--- src/rtl/pipe_stage.sv ---
// Two-entry skid-buffered pipeline stage: registered ready, FIFO ordering,
// synchronous flush, and a saturating downstream stall counter.
module pipe_stage #(
    parameter int                    DATA_WIDTH  = 32,
    parameter logic [DATA_WIDTH-1:0] FLUSH_VALUE = '0
) (
    input  logic                  clk,
    input  logic                  rst,
    input  logic                  valid_i,
    output logic                  ready_o,
    input  logic [DATA_WIDTH-1:0] dat_i,
    output logic                  valid_o,
    input  logic                  ready_i,
    output logic [DATA_WIDTH-1:0] dat_o,
    input  logic                  flush_i,
    output logic [15:0]           stall_cnt_o,
    output logic [1:0]            state_dbg
);

    // Handshake: a transfer happens on a posedge where valid and ready are both
    // high; valid never waits on ready, and ready_o comes from registered state.
    typedef enum logic [1:0] {
        EMPTY = 2'd0,
        ONE   = 2'd1,
        TWO   = 2'd2
    } state_t;

    state_t                state_q, state_d;
    logic [DATA_WIDTH-1:0] main_q, main_d;
    logic [DATA_WIDTH-1:0] skid_q, skid_d;
    logic [15:0]           stall_q, stall_d;
    logic                  push, pop;

    assign ready_o     = (state_q != TWO);
    assign valid_o     = (state_q != EMPTY);
    assign dat_o       = main_q;
    assign stall_cnt_o = stall_q;
    assign state_dbg   = state_q;

    always_comb begin
        push    = valid_i & ready_o & ~flush_i;
        pop     = valid_o & ready_i;
        state_d = state_q;
        main_d  = main_q;
        skid_d  = skid_q;
        stall_d = stall_q;

        // Flush still lets the stall counter observe this cycle.
        if (valid_o && !ready_i && stall_q != 16'hFFFF)
            stall_d = stall_q + 16'd1;

        if (flush_i) begin
            state_d = EMPTY;
            main_d  = FLUSH_VALUE;
            skid_d  = FLUSH_VALUE;
        end else begin
            case (state_q)
                EMPTY: begin
                    if (push) begin
                        state_d = ONE;
                        main_d  = dat_i;
                    end
                end
                ONE: begin
                    if (push && !pop) begin
                        state_d = TWO;
                        skid_d  = dat_i;
                    end else if (push && pop) begin
                        main_d  = dat_i;
                    end else if (pop) begin
                        // main keeps the popped value so dat_o stays defined
                        state_d = EMPTY;
                    end
                end
                TWO: begin
                    if (pop) begin
                        state_d = ONE;
                        main_d  = skid_q;
                    end
                end
                default: state_d = EMPTY;
            endcase
        end
    end

    always_ff @(posedge clk) begin
        if (rst) begin
            state_q <= EMPTY;
            main_q  <= FLUSH_VALUE;
            skid_q  <= FLUSH_VALUE;
            stall_q <= 16'd0;
        end else begin
            state_q <= state_d;
            main_q  <= main_d;
            skid_q  <= skid_d;
            stall_q <= stall_d;
        end
    end

endmodule

--- config.mk ---
export PLATFORM = sky130hd
export DESIGN_NAME = pipe_stage
export DESIGN_NICKNAME = d
export VERILOG_FILES = /design/src/rtl/pipe_stage.sv
export SDC_FILE = /design/constraint.sdc
export NUM_CORES = 1
export LEC_CHECK = 0
export BUFFER_PORTS_ARGS = -buffer_cell sky130_fd_sc_hd__buf_2
export CORE_MARGIN = 3
export CORE_UTILIZATION = 35
export CTS_CLUSTER_SIZE = 12
export DETAILED_ROUTE_END_ITERATION = 8
export GPL_TIMING_DRIVEN = 0
export SLEW_MARGIN = 20
export SYNTH_ARGS = -nofsm -noshare
export SYNTH_HDL_FRONTEND = slang
export SYNTH_SLANG_ARGS = --single-unit
--- constraint.sdc ---
create_clock -name clk -period 1.81 [get_ports clk]
set_input_delay 0.181 -clock clk [delete_from_list [all_inputs] [get_ports clk]]
set_output_delay 0.181 -clock clk [all_outputs]
set_load 0.005 [all_outputs]
# Yosys cells after proc, flatten, opt, wreduce, memory -nomap -nowiden
# Cells that the tools add are included.
[classes]
n_reduce_logical = 13
add_sub_neg = 1
mux = 11
bitwise_logic = 4
n_eq_ne = 10
[op_table]
columns = ["op", "n"]
rows = [
  ["32-bit 2-to-1 mux", 4],
  ["32-bit case mux with 3 select lines", 1],
  ["16-bit by 1-bit adder with 16-bit output (second input constant)", 1],
  ["16-bit inequality test (second input constant)", 1],
  ["2-bit 2-to-1 mux", 5],
  ["2-bit inequality test (second input constant)", 5],
  ["3-bit inequality test (second input constant)", 2],
  ["2-bit case mux with 3 select lines", 1],
  ["5-bit AND reduction", 1],
  ["1-bit logical AND", 4],
  ["4-bit AND reduction", 1],
  ["1-bit bitwise AND", 3],
  ["3-bit nonzero test", 1],
  ["2-bit by 1-bit equality test with 1-bit output (second input constant)", 1],
  ["2-bit equality test (second input constant)", 1],
  ["1-bit logical NOT", 2],
  ["2-bit logical NOT", 1],
  ["2-bit AND reduction", 1],
  ["2-bit nonzero test", 1],
  ["2-bit OR reduction", 1],
  ["1-bit NOT", 1],
]
[word_totals]
word_cells = 43
ff_bits = 82
in_bits = 37
output_inout_bits = 52

# Depth between registers and ports, before layout
[depth]
ltp_word = 7
ltp_mapped = 8
mapped_depth_nobuf = 5

# Least setup slack after synthesis
# Ideal clock, no wire load.
[synth_timing]
kind = "reg2reg"
startpoint = "register state_q[1], in the netlist state_dbg[1]"
endpoint = "register main_q[0], in the netlist dat_o[0]"
stages_incl_launch_ff = 8
path_buffers = 3
synth_period_minus_slack_ns = 1.609
required_time_ns = 1.676
arrival_time_ns = 1.475
path_slack_ns = 0.201
setup_time_ns = 0.134
path_cell_list = "dfxtp_1 -> buf_6 -> or3b_4 -> a21oi_4 -> or2_1 -> buf_2 -> buf_4 -> a211oi_1"
[synth_between]
elab_chain_len = 6
word_cells_on_any_way = 18
classes_between = "eq/ne: 7; mux: 1; bitwise: 3; reduce/logical: 7"
[synth_rtl]
columns = ["item", "line_no", "source"]
rows = [
  ["from (decl)", "28", "state_t state_q, state_d;"],
  ["from (signal assigned)", "93", "state_q <= state_d;"],
  ["2-bit inequality test / 2-bit nonzero test (equally long branches)", "34, 35", ""],
  ["1-bit bitwise AND (on tied branches)", "41, 42", ""],
  ["1-bit bitwise AND / 1-bit logical NOT (equally long branches)", "41, 65", ""],
  ["1-bit logical AND (on tied branches)", "68, 65", ""],
  ["2-bit inequality test (no line)", "--", ""],
  ["5-bit AND reduction (no line)", "--", ""],
  ["to (signal assigned)", "94", "main_q <= main_d;"],
  ["to (decl)", "29", "logic [DATA_WIDTH-1:0] main_q, main_d;"],
]
# Several ways; a longest one is shown, not always the timed one.
# A chain may end at the register's enable or synchronous reset.

# Worst setup path after layout
[layout_timing]
startpoint = "register state_q[1], in the netlist state_dbg[1]"
endpoint = "register main_q[13], in the netlist dat_o[13]"
# Same word-level chain as after synthesis.

==> flow_metrics.tcl <==
set metrics [dict create \
    grtUsageTotal_pct 16.5 \
    port_buffers 86 \
    drv_slew 0 \
    start_util_pct 36.5 \
    cp.arrival_ps 1990 \
    worstPathRequired_ps 2070 \
    place_ws_ps -108 \
    clock_latency_ps 360 \
    critPathCapture "dat_o[13]$_SDFFE_PP0P_" \
    grt_pass1_vias 3210 \
    clkSlewWorstSetupHoldPaths_ps 90 \
    total_leakage_power_nw 1.94 \
    max_clock_freq_ghz 0.579 \
    worst_slew_pin_slew_ps 531 \
    antenna_found_initial 0 \
    cp.depth 7 \
    finalSetupViolCount 0 \
    fin_skew_ps 14.9 \
    synthArstFlopShare_pct 0 \
    max_slew_margin_pct 64.6 \
    placed_area_um2 4220 \
    route.detailed.drc 0 \
    drive_gt1_share_pct 28.8 \
    finalCritPeriodShare_pct 95.5 \
    rsz0062_at_grt "yes" \
    synthesis.nets 438 \
    postLayoutCellArea_um2 4540 \
    whs_ps 64.6 \
    ant_nets 0 \
    power_density_nw_per_um2 819 \
    cts.sinks 82 \
    rows 36 \
    ys_warn_count 0 \
    place_hpwl_um 6590 \
    die_y_um 108 \
    cts_tree "yes" \
    cp_common_cell "buf_6" \
    synth_area_per_cell_um2 9.05 \
    synth_area_um2 3620 \
    multi_input_area_um2 1790 \
    core_um2 9910 \
    r2r_slack_ps 80 \
    cp_slowest_stage_delay_ps 430 \
    crit-reg2reg-capture "dat_o[13]$_SDFFE_PP0P_" \
    ff_latch_area_um2 1640 \
    path_cells "buf_6 -> or3b_4 -> a21oi_4 -> buf_4 -> buf_6 -> nor3_1 -> a211oi_1" \
    rr_startpoint "state_dbg[1]$_SDFFE_PP0P_" \
    wirelength_um 9280 \
    status "finished, final reports clean" \
    synth_edf_count 0 \
    via_count 3299 \
    slowest_stage "or3b_4" \
    numCtsBuffers 9 \
    grt_pass1_wl_um 15200 \
    hold_path.class "input port to flip-flop" \
    yosysSeqAreaShare_pct 45.4 \
    synth.ff_latch_count 82 \
    vias_per_cell 5.15 \
    ios 89 \
    fin_crit_ps 1730 \
    path_max_fanout 10 \
    drv_cap 0 \
    path_buf_inv 3 \
    worst_setup_path_end_kind "flip-flop" \
    cts_root_buf "clkbuf_8" \
    startpoint_type "flip-flop" \
    area_delta_synth_final_pct 25.3 \
    grt_max_degree 15 \
    worst_path_dominant_cell_family "simple AND/OR/NAND/NOR gates" \
    critPathLaunch "state_dbg[1]$_SDFFE_PP0P_" \
    overflow 0 \
    postCtsHoldBufs 0 \
    final_cell_mix "92 x buf_2, 80 x dfxtp_1, 69 x nand2_1" \
    fp.dieArea_um2 11600 \
    rr_worst_depth 7 \
    setup_ws_ps 82.0 \
    first_iter_violations 89 \
    syn_inst 400 \
    crit_type "flip-flop to flip-flop" \
    drt_pass1_iterations 4 \
    ir_drop_mv 0.338 \
    fillCellCount 991 \
    diodes 0 \
    synthFlopType "dfxtp_1" \
    total_power_mw 3.72 \
    routabilityCongestion 0.764 \
    hold_viol 0 \
    nets 540 \
    tns_ps 0 \
    cts_buffer_depth 2 \
    die_w_um 108 \
    final_common_cell "buf_2" \
    h-tree-depth 3 \
    wl_per_cell_um 14.5 \
    netlist-cell-type-count 41 \
]
[cells in the mapped netlist, drive strengths merged, types with 2 or more instances]
library cell  instances  area share [%]
nand3                 4            0.90
o31ai                 6             1.2
nor3b                 3            0.93
mux2i                34             9.4
clkbuf               12             1.2
nand4                 7             1.8
dfxtp                82              45
nor3                 32             4.4
o21ai                 9             1.2
nand2                69             7.2
nor2                  6            0.62
a21oi                48             6.9
or2                   3            0.52
buf                  22             4.2
inv                   2            0.21
a211oi               32             6.6
and2                  3            0.55
o41ai                 3             1.7
or4                   6             1.2
or3                   8             1.4
[per-stage QoR]
step	utilization [%]	std cells
detailed placement	42.6	619
CTS	45.1	636
finish	45.8	640
global placement	42.6	619
global route	45.8	640
floorplan	-	400
[routing by layer]
metal / up-vias / global-route usage [%] / part of all wire [%]
met1: 1548 / 20.4 / 45
met2: 87 / 27.2 / 47
li1: 1647 / - / -
met4: 0 / 7.30 / 1.8
met3: 17 / 4.08 / 6.1
met5: - / 0 / 0
[kinds of logic after synthesis]
family	count (synthesis)	share of synthesized area, %
AND/OR/NAND/NOR	146	20.7
AO/OA/AOI/OAI	100	18.3
flip-flops	82	45.4
buffers and inverters	36	5.67
multiplexers	34	9.40
XOR/XNOR	1	0.242
adder cells (fa/ha/maj)	1	0.346
[power breakdown]
part	internal (mW)	switching, mW	total, mW
Sequential	1.84	0.0230	1.86
Clock	0.823	0.693	1.52
Combinational	0.154	0.182	0.337
Total	2.82	0.898	3.72
[worst min-delay path: stages]
cell,delay (ps)
buf_2,100
nand2_1,50
a21oi_1,50
[layout make-up]
class                   count  area share (%)
well taps                 133            3.67
multi-input cells         282            39.5
plain buffers              33            4.96
clock buffers              11            3.12
inverters                   2           0.165
flip-flops and latches     82            36.2
clock inverters             5            1.88
repair buffers             92            10.5
[repair_timing]
action                                  in CTS  in global routing
setup buffers                                1                  5
pin swaps                                    1                  8
endpoints found under the setup margin       9                 58
gates resized for setup                      5                  9
gates cloned                                 0                  0
[registers in the layout, indices dropped and copies added (netlist names)]
name	cells
dat_o	32
skid_q	32
stall_cnt_o	16
state_dbg	2
[worst min-delay path by stage]
stage                                   end  cells after the start       from
floorplan            skid_q[0]$_SDFFE_PP0P_                      2   dat_i[0]
global placement    skid_q[25]$_SDFFE_PP0P_                      3  dat_i[25]
global route         skid_q[6]$_SDFFE_PP0P_                      3   dat_i[6]
detailed placement  skid_q[10]$_SDFFE_PP0P_                      3  dat_i[10]
CTS                 skid_q[25]$_SDFFE_PP0P_                      3  dat_i[25]
finish              skid_q[17]$_SDFFE_PP0P_                      3  dat_i[17]
(Power assumes the default switching activity.)
